===== config.mk =====
export PLATFORM = sky130hd
export DESIGN_NAME = serial_add_sub
export DESIGN_NICKNAME = d
export VERILOG_FILES = /design/src/rtl/serial_add_sub.sv
export SDC_FILE = /design/constraint.sdc
export NUM_CORES = 1
export LEC_CHECK = 0
export ABC_AREA = 1
export BUFFER_PORTS_ARGS = -buffer_cell sky130_fd_sc_hd__buf_2
export CORE_MARGIN = 2
export CORE_UTILIZATION = 53
export DETAILED_ROUTE_END_ITERATION = 8
export PLACE_DENSITY = 0.76
export SYNTH_ARGS = -nofsm -noshare
export SYNTH_HDL_FRONTEND = slang
export SYNTH_SLANG_ARGS = --single-unit

===== constraint.sdc =====
create_clock -name clk -period 1.45 [get_ports clk]
set_input_delay 0.0725 -clock clk [delete_from_list [all_inputs] [get_ports clk]]
set_output_delay 0.0725 -clock clk [all_outputs]
set_load 0.005 [all_outputs]

===== src/rtl/serial_add_sub.sv =====
`default_nettype none
// +----------------------------------------------------------------------+
// | serial_add_sub: bit-serial WIDTH-bit adder/subtractor, LSB first,     |
// | with valid/ready handshakes on operands and result.                  |
// | Rev 1.0 - initial release                                            |
// +----------------------------------------------------------------------+
module serial_add_sub #(
   parameter int WIDTH = 8
) (
   input  logic             clk,
   input  logic             rst_n,
   input  logic             in_valid,
   output logic             in_ready,
   input  logic [WIDTH-1:0] a,
   input  logic [WIDTH-1:0] b,
   input  logic             m,
   output logic             out_valid,
   input  logic             out_ready,
   output logic [WIDTH-1:0] result,
   output logic             cout,
   output logic             busy
);

   localparam int CW = (WIDTH > 2) ? $clog2(WIDTH) : 1;
   localparam logic [CW-1:0] C_LAST = CW'(WIDTH - 1);

   typedef enum logic [1:0] {
      S_IDLE  = 2'd0,
      S_SHIFT = 2'd1,
      S_DONE  = 2'd2
   } state_t;

   state_t           r_state;
   logic [WIDTH-1:0] r_a_sh;
   logic [WIDTH-1:0] r_b_sh;
   logic             r_mode;
   logic             r_c;
   logic [CW-1:0]    r_cnt;

   logic w_a0;
   logic w_b0;
   logic w_s;
   logic w_c_next;

   assign w_a0     = r_a_sh[0];
   assign w_b0     = r_b_sh[0];
   assign w_s      = w_a0 ^ w_b0 ^ r_c;
   // Borrow uses the complemented minuend bit; otherwise identical to carry.
   assign w_c_next = r_mode ? ((~w_a0 & w_b0) | (r_c & ~(w_a0 ^ w_b0)))
                            : (( w_a0 & w_b0) | (r_c &  (w_a0 ^ w_b0)));

   assign cout = r_c;

   always_ff @(posedge clk or negedge rst_n) begin
      if (!rst_n) begin
         r_state   <= S_IDLE;
         r_a_sh    <= '0;
         r_b_sh    <= '0;
         r_mode    <= 1'b0;
         r_c       <= 1'b0;
         r_cnt     <= '0;
         result    <= '0;
         in_ready  <= 1'b1;
         out_valid <= 1'b0;
         busy      <= 1'b0;
      end else begin
         case (r_state)
            S_IDLE: begin
               if (in_valid) begin
                  r_a_sh   <= a;
                  r_b_sh   <= b;
                  r_mode   <= m;
                  r_c      <= 1'b0;
                  r_cnt    <= '0;
                  in_ready <= 1'b0;
                  busy     <= 1'b1;
                  r_state  <= S_SHIFT;
               end
            end
            S_SHIFT: begin
               r_a_sh <= r_a_sh >> 1;
               r_b_sh <= r_b_sh >> 1;
               result <= {w_s, result[WIDTH-1:1]};
               r_c    <= w_c_next;
               r_cnt  <= r_cnt + CW'(1);
               if (r_cnt == C_LAST) begin
                  out_valid <= 1'b1;
                  r_state   <= S_DONE;
               end
            end
            S_DONE: begin
               if (out_ready) begin
                  out_valid <= 1'b0;
                  busy      <= 1'b0;
                  in_ready  <= 1'b1;
                  r_state   <= S_IDLE;
               end
            end
            default: begin
               out_valid <= 1'b0;
               busy      <= 1'b0;
               in_ready  <= 1'b1;
               r_state   <= S_IDLE;
            end
         endcase
      end
   end

endmodule
`default_nettype wire

==> results.txt <==
skew final: 0.01214 ns
Post-synth top cells: nand2_1 (86), nand3_1 (35), dfrtp_1 (33)
status: completed
Mapped Cells: 200
Seq/Total Area, Yosys: 52.71%
crit-path cells: inv_2 -> nand2_2 -> nand2_2 -> o21ai_0
post-synth top area cell: dfrtp_1
Worst-path clk slew: 0.09 ns
Initial Util: 54.29%
grt peak-use layer: met2
final instance area: 0.001919 mm²
Setup TNS Final: 0 ns
Buf/Inv on CP: 1
Worst-Margin Slew: 0.4306 ns
Synth Register Bits: 34
ys flop type: dfrtp_1
CTS resizes: 0
CTS tree: done
Worst path depth: 4
EDFF count, synth: 0
CP dominant cell by count: nand2_2
Std-Cell Rows: 20
Avg Cell Area, Syn: 8.083 µm²
Setup crit start kind: flip-flop
RSZ-0062 raised after global routing: false
Core Region: 0.002978 mm²
drt total wl: 3343 µm
endpoints failing setup: 0
I/O Buffers: 32
Die ar.: 0.003508 mm²
final antenna-violating net count: 0
Die X: 59.23 µm
nets@finish: 264
final worst-path cycle share: 87.48%
Area growth, synth to finish: 18.73%
Synth area leaders: dfrtp_1 (51%), nand2_1 (20%), nand3_1 (11%)
Tmin final: 1.268 ns
dpl hpwl: 2242 µm
ANT cells: 0
Max-cap violations: 0
setup bufs post-CTS: 0
Syn Nets: 225
multi-input logic area: 660.6 µm²
crit path kind: reg2reg
Hold Path Depth: 5
fraction of layout cells with a size suffix above 1: 21.25%
final hold viol count: 0
P per Cell Area: 2009 mW/mm²
DIE HEIGHT: 59.23 µm
initial DRC count: 57
GRT Overall Usage: 22.29%
CP arrival: 1.48 ns
Critical Path RT: 1.66 ns
worst-skew pair later-pin latency: 0.34 ns
largest net degree at the start of global routing: 35
clock root cell: clkbuf_4
Worst path slowest cell: dfrtp_1
clk buf depth: 2
worst min-delay path class: in2reg
via density per instance: 5.256
r2r worst-path depth: 4
cell with the most instances after synthesis: nand2_1
dpl cell area: 0.001821 mm²
Async SR Flop Fraction: 100.0%
TritonCTS Buffers: 5
leakage power: 1.078 nW
first-pass GRT wire length: 5802 µm
via count: 1,435
H-tree lvl count: 2
crit end category: flip-flop
vias in the first global route: 1,336
number of fill cells: 272
DR pass1 iterations: 4
crit-path max FO: 16
cell area after synthesis: 0.001617 mm²
CP delay by family, top: simple AND/OR/NAND/NOR gates
f_max: 0.7883 GHz
met2 Usage GRT: 36.42%
Synth top area share: 51.08%
initial antenna violation count: 0
DRC violations left: 0
Remaining Overflow, GRT: 0
Synth cell types: 15
GR Util met1: 27.59%
register area: 852.1 µm²
M3 GR Usage: 6.332%
clk sinks: 34
number of max-slew violations in the final report: 0
mean routed wirelength per cell: 12.25 µm
Rel. slew slack: 71.29%
Ports: 33
CP peak stage delay: 0.42 ns
GP Congestion: 0.8229
worst IR drop on VDD: 0.7976 mV
Ys Warns: 0
## worst reg2reg max path, stage by stage (launching register included)
cell and delay [ns]:
dfrtp_1 0.42, inv_2 0.11, nand2_2 0.18, nand2_2 0.32
o21ai_0 0.12
## power breakdown
part	leakage (nW)	switching, W	internal (W)
combinational	0.621	0.00102	0.000685
clock	0.0326	0.000301	0.000239
sequential	0.425	0.000242	0.00137
## what timing repair did
item | 4_1_cts | 5_1_grt
hold buffers | 4 | 0
setup endpoints to repair | 0 | 0
hold endpoints to repair | 36 | 0
## area by class of cell
class	count	share of cell area, %
multi-input cells	144	34.42
flip-flops and latches	34	44.39
inverters	11	2.151
well taps	33	2.151
repair buffers	43	13.82
clock buffers	8	3.064
## sequential cells by signal (all words and copies together) (netlist names), 2 cells and up
| register | flops |
|---|---|
| r_b_sh | 8 |
| r_state | 2 |
| r_a_sh | 8 |
| result | 8 |
| r_cnt | 3 |
## cells in the final DEF, fill, tap and decap left out, drive strengths merged
cell type,Yosys,final
nand3,35,35
nor2,3,3
inv,11,11
dlygate4sd3,0,4
fa,2,2
buf,11,39
dfstp,1,1
ha,2,2
dfrtp,33,33
o21ai,10,10
clkbuf,0,8
nand2,89,89
a21oi,3,3
## cell families after synthesis
group	share of synthesized area [%]
buffers and inverters	6.424
flip-flops	52.71
AO/OA/AOI/OAI	4.025
AND/OR/NAND/NOR	32.82
adder cells (fa/ha/maj)	4.025
## through the flow
step	setup WS (ns)	utilization [%]	total power, W	hold slack [ns]	instances
after floorplan	0.3132	-	0.002791	-0.2231	200
after global placement	0.2019	61.13	0.003278	0.1267	261
after detailed placement	0.1915	61.13	0.003339	0.1241	261
after CTS	0.1742	64.45	0.003892	0.001686	273
after global routing	0.06234	64.45	0.004252	0.02468	273
final	0.1815	64.45	0.003856	0.01723	273
## worst paths after layout
kind,startpoint,to,slack (ns)
setup / recovery,r_state[1],cout,0.18
min in group asynchronous,rst_n,result[6],0.28
setup reg to reg,r_state[1],cout,0.18
max in group asynchronous,rst_n,in_ready,0.82
hold / removal,a[3],r_a_sh[3],0.02
hold reg to reg,in_ready,in_ready,0.47
## metal layers
metal  vias up  part of all wire [%]  wire length (µm)
met4         0                   1.4                46
met5         -                     0                 0
met2        38                    48              1591
li1        713                     -                 -
met3         4                   4.8               159
met1       680                    46              1545
Note: power is estimated with default switching activity, not from simulation.
